**src/rtl/fp_add_unpack_align.sv**
```systemverilog
// Front end of the single-precision add/sub pipeline.
// Unpacks both operands, classifies NaN/Inf/zero/subnormal, and aligns the
// smaller-exponent fraction to the larger exponent by an iterative right
// shift that folds shifted-out bits into a sticky LSB. One operation is in
// flight at a time; results are held until the normalize/round/pack stage
// takes them.
module fp_add_unpack_align #(
  parameter int SHIFT_PER_CYCLE = 4
) (
  input  logic        CLK,
  input  logic        nRST,
  input  logic        in_valid,
  output logic        in_ready,
  input  logic [31:0] floating_point1,
  input  logic [31:0] floating_point2,
  input  logic        is_sub,
  input  logic [2:0]  frm,
  output logic        out_valid,
  input  logic        out_ready,
  output logic [7:0]  exponent_max_out,
  output logic        sign1_out,
  output logic        sign2_out,
  output logic [25:0] frac1_out,
  output logic [25:0] frac2_out,
  output logic [2:0]  frm_out,
  output logic        special_valid,
  output logic [31:0] special_result,
  output logic        inv_out
);

  localparam logic [1:0] S_IDLE  = 2'd0;
  localparam logic [1:0] S_ALIGN = 2'd1;
  localparam logic [1:0] S_HOLD  = 2'd2;

  localparam logic [31:0] QNAN      = 32'h7FC0_0000;
  localparam logic [4:0]  MAX_SHIFT = 5'd26;
  localparam logic [4:0]  STEP_MAX  = 5'(SHIFT_PER_CYCLE);

  // One-bit right shift of a {hidden,mant,guard,sticky} fraction; the
  // sticky LSB absorbs whatever falls off so it never clears once set.
  function automatic logic [25:0] shr_sticky1(input logic [25:0] f);
    return {1'b0, f[25:2], f[1] | f[0]};
  endfunction

  // Effective exponent: subnormals and zero behave as exponent 1.
  function automatic logic [7:0] eff_exp(input logic [7:0] e);
    return (e == 8'd0) ? 8'd1 : e;
  endfunction

  logic [1:0]  state_q, state_d;
  logic [4:0]  rem_q, rem_d;
  logic        shift_b_q, shift_b_d;
  logic [7:0]  exp_max_q, exp_max_d;
  logic        sign1_q, sign1_d;
  logic        sign2_q, sign2_d;
  logic [25:0] frac1_q, frac1_d;
  logic [25:0] frac2_q, frac2_d;
  logic [2:0]  frm_q, frm_d;
  logic        spec_q, spec_d;
  logic [31:0] spec_res_q, spec_res_d;
  logic        inv_q, inv_d;

  // Unpacked view of the presented operands.
  logic              a_sign, b_sign_eff;
  logic [7:0]        a_exp, b_exp, a_eff, b_eff;
  logic [22:0]       a_man, b_man;
  logic [25:0]       a_frac0, b_frac0;
  logic signed [9:0] exp_diff;
  logic [9:0]        abs_diff;
  logic [4:0]        d_cap;
  logic [7:0]        exp_max_in;
  logic              b_smaller;

  // Special-case classification of the presented operands.
  logic        a_nan, b_nan, a_snan, b_snan, a_inf, b_inf;
  logic        in_spec, in_inv;
  logic [31:0] in_res;

  // Alignment datapath for the current ALIGN cycle.
  logic [25:0] shift_src, shift_res;
  logic [4:0]  step_k;

  // Field extraction, effective exponents and capped exponent distance.
  always_comb begin
    a_sign     = floating_point1[31];
    b_sign_eff = floating_point2[31] ^ is_sub;
    a_exp      = floating_point1[30:23];
    b_exp      = floating_point2[30:23];
    a_man      = floating_point1[22:0];
    b_man      = floating_point2[22:0];
    a_eff      = eff_exp(a_exp);
    b_eff      = eff_exp(b_exp);
    a_frac0    = {(a_exp != 8'd0), a_man, 2'b00};
    b_frac0    = {(b_exp != 8'd0), b_man, 2'b00};
    exp_diff   = $signed({2'b00, a_eff}) - $signed({2'b00, b_eff});
    abs_diff   = exp_diff[9] ? 10'(-exp_diff) : 10'(exp_diff);
    d_cap      = (abs_diff > 10'd26) ? MAX_SHIFT : abs_diff[4:0];
    b_smaller  = (exp_diff > 10'sd0);
    exp_max_in = exp_diff[9] ? b_eff : a_eff;
  end

  // NaN/Inf decision; any NaN wins, then the Inf-Inf conflict, then a lone Inf.
  always_comb begin
    a_nan   = (a_exp == 8'hFF) && (a_man != 23'd0);
    b_nan   = (b_exp == 8'hFF) && (b_man != 23'd0);
    a_snan  = a_nan && !a_man[22];
    b_snan  = b_nan && !b_man[22];
    a_inf   = (a_exp == 8'hFF) && (a_man == 23'd0);
    b_inf   = (b_exp == 8'hFF) && (b_man == 23'd0);
    in_spec = 1'b0;
    in_inv  = 1'b0;
    in_res  = 32'd0;
    if (a_nan || b_nan) begin
      in_spec = 1'b1;
      in_inv  = a_snan || b_snan;
      in_res  = QNAN;
    end else if (a_inf && b_inf && (a_sign != b_sign_eff)) begin
      in_spec = 1'b1;
      in_inv  = 1'b1;
      in_res  = QNAN;
    end else if (a_inf) begin
      in_spec = 1'b1;
      in_res  = {a_sign, 8'hFF, 23'd0};
    end else if (b_inf) begin
      in_spec = 1'b1;
      in_res  = {b_sign_eff, 8'hFF, 23'd0};
    end
  end

  // Up to SHIFT_PER_CYCLE sticky shifts of the smaller operand, stopping at rem.
  always_comb begin
    shift_src = shift_b_q ? frac2_q : frac1_q;
    shift_res = shift_src;
    for (int i = 0; i < SHIFT_PER_CYCLE; i++) begin
      if (5'(i) < rem_q) begin
        shift_res = shr_sticky1(shift_res);
      end
    end
    step_k = (rem_q > STEP_MAX) ? STEP_MAX : rem_q;
  end

  // Control FSM and capture/update of the operand registers.
  always_comb begin
    state_d    = state_q;
    rem_d      = rem_q;
    shift_b_d  = shift_b_q;
    exp_max_d  = exp_max_q;
    sign1_d    = sign1_q;
    sign2_d    = sign2_q;
    frac1_d    = frac1_q;
    frac2_d    = frac2_q;
    frm_d      = frm_q;
    spec_d     = spec_q;
    spec_res_d = spec_res_q;
    inv_d      = inv_q;
    case (state_q)
      S_IDLE: begin
        if (in_valid) begin
          exp_max_d  = exp_max_in;
          sign1_d    = a_sign;
          sign2_d    = b_sign_eff;
          frac1_d    = a_frac0;
          frac2_d    = b_frac0;
          frm_d      = frm;
          spec_d     = in_spec;
          spec_res_d = in_res;
          inv_d      = in_inv;
          shift_b_d  = b_smaller;
          rem_d      = d_cap;
          if (in_spec || (d_cap == 5'd0)) begin
            rem_d   = 5'd0;
            state_d = S_HOLD;
          end else begin
            state_d = S_ALIGN;
          end
        end
      end
      S_ALIGN: begin
        if (shift_b_q) begin
          frac2_d = shift_res;
        end else begin
          frac1_d = shift_res;
        end
        rem_d = rem_q - step_k;
        if (rem_q <= step_k) begin
          state_d = S_HOLD;
        end
      end
      S_HOLD: begin
        if (out_ready) begin
          state_d = S_IDLE;
        end
      end
      default: state_d = S_IDLE;
    endcase
  end

  // State and result registers; async reset discards any operation in flight.
  always_ff @(posedge CLK or negedge nRST) begin
    if (!nRST) begin
      state_q    <= S_IDLE;
      rem_q      <= 5'd0;
      shift_b_q  <= 1'b0;
      exp_max_q  <= 8'd0;
      sign1_q    <= 1'b0;
      sign2_q    <= 1'b0;
      frac1_q    <= 26'd0;
      frac2_q    <= 26'd0;
      frm_q      <= 3'd0;
      spec_q     <= 1'b0;
      spec_res_q <= 32'd0;
      inv_q      <= 1'b0;
    end else begin
      state_q    <= state_d;
      rem_q      <= rem_d;
      shift_b_q  <= shift_b_d;
      exp_max_q  <= exp_max_d;
      sign1_q    <= sign1_d;
      sign2_q    <= sign2_d;
      frac1_q    <= frac1_d;
      frac2_q    <= frac2_d;
      frm_q      <= frm_d;
      spec_q     <= spec_d;
      spec_res_q <= spec_res_d;
      inv_q      <= inv_d;
    end
  end

  assign in_ready         = (state_q == S_IDLE);
  assign out_valid        = (state_q == S_HOLD);
  assign exponent_max_out = exp_max_q;
  assign sign1_out        = sign1_q;
  assign sign2_out        = sign2_q;
  assign frac1_out        = frac1_q;
  assign frac2_out        = frac2_q;
  assign frm_out          = frm_q;
  assign special_valid    = spec_q;
  assign special_result   = spec_res_q;
  assign inv_out          = inv_q;

endmodule

```
**config.mk**
```make
export PLATFORM = sky130hd
export DESIGN_NAME = fp_add_unpack_align
export DESIGN_NICKNAME = d
export VERILOG_FILES = /design/src/rtl/fp_add_unpack_align.sv
export SDC_FILE = /design/constraint.sdc
export NUM_CORES = 1
export LEC_CHECK = 0
export CAP_MARGIN = 20
export CORE_UTILIZATION = 50
export CTS_CLUSTER_DIAMETER = 120
export DETAILED_ROUTE_END_ITERATION = 10
export HOLD_SLACK_MARGIN = 0.06
export PLACE_DENSITY = 0.87
export SLEW_MARGIN = 30
export SYNTH_ARGS = -nofsm -noshare
export SYNTH_HDL_FRONTEND = slang
export SYNTH_SLANG_ARGS = --single-unit
```
**constraint.sdc**
```tcl
create_clock -name CLK -period 3.8 [get_ports CLK]
set_clock_uncertainty 0.05 [all_clocks]
set_input_delay 0.76 -clock CLK [delete_from_list [all_inputs] [get_ports CLK]]
set_output_delay 0.76 -clock CLK [all_outputs]
set_load 0.01 [all_outputs]
```
==> impl_metrics.ini <==
[floorplanning]
core_um2 = 11600
die_area_um2 = 12500
top_level_ports = 173
die_h_um = 112
dieWidth_um = 112
row_count = 39
initial_core_util_pct = 52.1

[placed_design]
portBuffers = 150
placed_area_um2 = 7750
gpl.final_weighted_congestion = 0.879
dp_hpwl_mm = 13.2

[power]
irDropWorstVdd_mv = 0.427
power.leakage_nw = 3.34
finalPower_w = 0.00694
power_density_nw_per_um2 = 848

[sta]
drv_slew = 0
worst_slew_pin_slew_ps = 908
finalHoldViolations = 0
fin_crit_ps = 3770
max-slew-margin-rel_pct = 39.5
period_share_pct = 99.1
setup_viol = 0
fmax_mhz = 266

[setup_path]
worstPathCellList = clkdlybuf4s50_1 > nor4_4 > a21oi_2 > ha_1 > fa_1 > buf_4 > xnor2_2 > nor2_1 > o21ai_1 > a211oi_1 > mux2i_2 > o21a_2 > o31a_1
reg2reg_depth = 7
startpoint_type = primary input
arrival_ps = 3930
path_class = primary input to flop
cp.required_ps = 3960
slowest_delay_ps = 470
cp-end-kind = flop
worstPathMaxFanout = 4
crit_buf_inv = 2
worst-path-stages = 13
critPathSlowestCell = clkdlybuf4s50_1
critical-path-top-delay-family = compound AO/OA/AOI/OAI gates

[yosys]
synth_cell_types = 56
ys_seq_area_share_pct = 32.0
synthArstFlopShare_pct = 100
syn_area_per_cell_um2 = 8.25
syn_area_um2 = 6020
synth_commonest_cells = 112 x nand2_1, 95 x nor2_1, 77 x dfrtp_1
synth_cells = 730
synthTopCellsByArea = dfrtp_1 32%, mux4_2 9.0%, nand2_1 7.0%
synth-main-ff-cell = dfrtp_1
synth_warnings = 0
synth_top_area_share_pct = 32.0
synth_top_cell_by_area = dfrtp_1
ys_seq_elements = 77
synth-edff-count = 0
yosysMostFrequentCell = nand2_1

[cts]
clock_path_buffers = 2
cts.htree.levels = 3
clock-sinks = 77
tritoncts = yes
cts_made_buffers = 9
hold_buffers = 0
clk_pin_slew_ps = 60
ctsRootBufferMaster = clkbuf_16
clk_latency_ps = 330

[detailed_routing]
wl_mm = 18.6
first_pass_iters = 10
num_vias = 6392
detail_route.wl_per_cell_um = 18.1
viasPerCell = 6.23
postRouteAntennaNets = 0
post-route-drc-count = 17
drtIter0Drc = 640

[status]
violations = DRC
status = finished with violations

[final_layout]
area_growth_syn_to_layout_pct = 35.9
fill_cells = 854
antenna_cells = 0
final_nets = 960
design_area_um2 = 8190
drive_above_1_share_pct = 14.0

[grt]
grt_pass1_wl_mm = 29.5
grt_pass1_vias = 5970
overflow = 0
grt_use_met2_pct = 48.9
gr-max-usage-layer = met2
grt_max_degree = 78
grt_use_total_pct = 29.3
use_met3_pct = 6.10
antenna_found_initial = 0
grtUsageMet1_pct = 37.2

[flow_run]
max_cap_violations = 0

[worst_hold_path]
min_path_type = primary input to async pin
-- metrics by stage --
stage                     util [%]  setup WS, ps  std cells  hold WS [ps]  setup TNS (ps)
after floorplan                  -          34.0        751           414               0
after global placement        67.0          -282       1009           408           -1850
after detailed placement      67.0          -423       1009           416           -4250
after CTS                     70.0          11.6       1025           430               0
after global routing          70.8         -86.9       1026           447            -209
final                         70.8          34.5       1026           418               0
-- what timing repair did --
| item | in CTS | in global routing |
|---|---|---|
| endpoints found under the setup margin | 6 | 8 |
| pin swaps | 0 | 5 |
| buffers inserted | 0 | 1 |
| resized for setup | 2 | 19 |
-- worst register-to-register path: cells and delay by family (launching register included) --
kind | cells | cell delay (ps)
AOI/OAI and AO/OA | 4 | 860
and+or+nand+nor | 2 | 1210
DFF | 1 | 430
muxes | 1 | 650
-- cells by family after synthesis --
kind of cell	after synthesis	share of synthesized area (%)
AND/OR/NAND/NOR	283	20.8
flip-flops	77	32.0
AO/OA/AOI/OAI	212	23.8
other	2	0.125
multiplexers	34	10.6
buffers and inverters	99	8.56
XOR/XNOR	13	1.89
adder cells (fa/ha/maj)	10	2.20
-- layout make-up --
class	instances	area [um2]	share of cell area [%]
sequential	77	1930	23.5
inverter	11	41.3	0.504
tap	143	179	2.19
multi-input combinational	575	3770	46.1
clock inverter	5	82.6	1.01
clock buffer	11	253	3.09
timing repair buffer	204	1930	23.6
-- report_power, final --
part	internal (W)	switching, W
sequential	0.00122	0.000424
clock	0.000612	0.000347
combinational	0.00199	0.00235
-- path summary, 6_finish.rpt --
kind	startpoint	to	slack [ps]
min in group CLK	frm_out[1]	frm_out[1]	430
worst min register to register	frm_out[1]	frm_out[1]	430
worst max register to register	rem_q[2]	frac1_out[7]	460
worst max-delay path	floating_point1[30]	rem_q[1]	30
max in group asynchronous	nRST	exponent_max_out[1]	2780
worst min-delay path	nRST	frac1_out[6]	420
-- flip-flops by register name (all words and copies together), names as in the netlist --
register / flops
sign2_out: 1
state_q: 2
frac2_out: 26
special_result: 2
frm_out: 3
rem_q: 5
shift_b_q: 1
exponent_max_out: 8
frac1_out: 26
special_valid: 1
sign1_out: 1
inv_out: 1
-- layout by cell type (no fill, tap or decap), types with 11 or more instances in the layout --
cell type,count
a211oi_1,25
a21oi_1,32
a311oi_1,18
buf_4,53
clkdlybuf4s50_1,145
conb_1,23
dfrtp_1,77
inv_1,11
mux4_2,24
nand2_1,111
nor2_1,94
nor4_1,15
o21ai_0,47
o31ai_1,43
-- per-layer routing --
| layer | wire length (um) | vias to the layer above |
|---|---|---|
| met5 | 0 | - |
| met4 | 480 | 0 |
| met3 | 1820 | 54 |
| met2 | 9100 | 377 |
| met1 | 7200 | 3038 |
| li1 | - | 2923 |
Note: power is estimated with default switching activity, not from simulation.
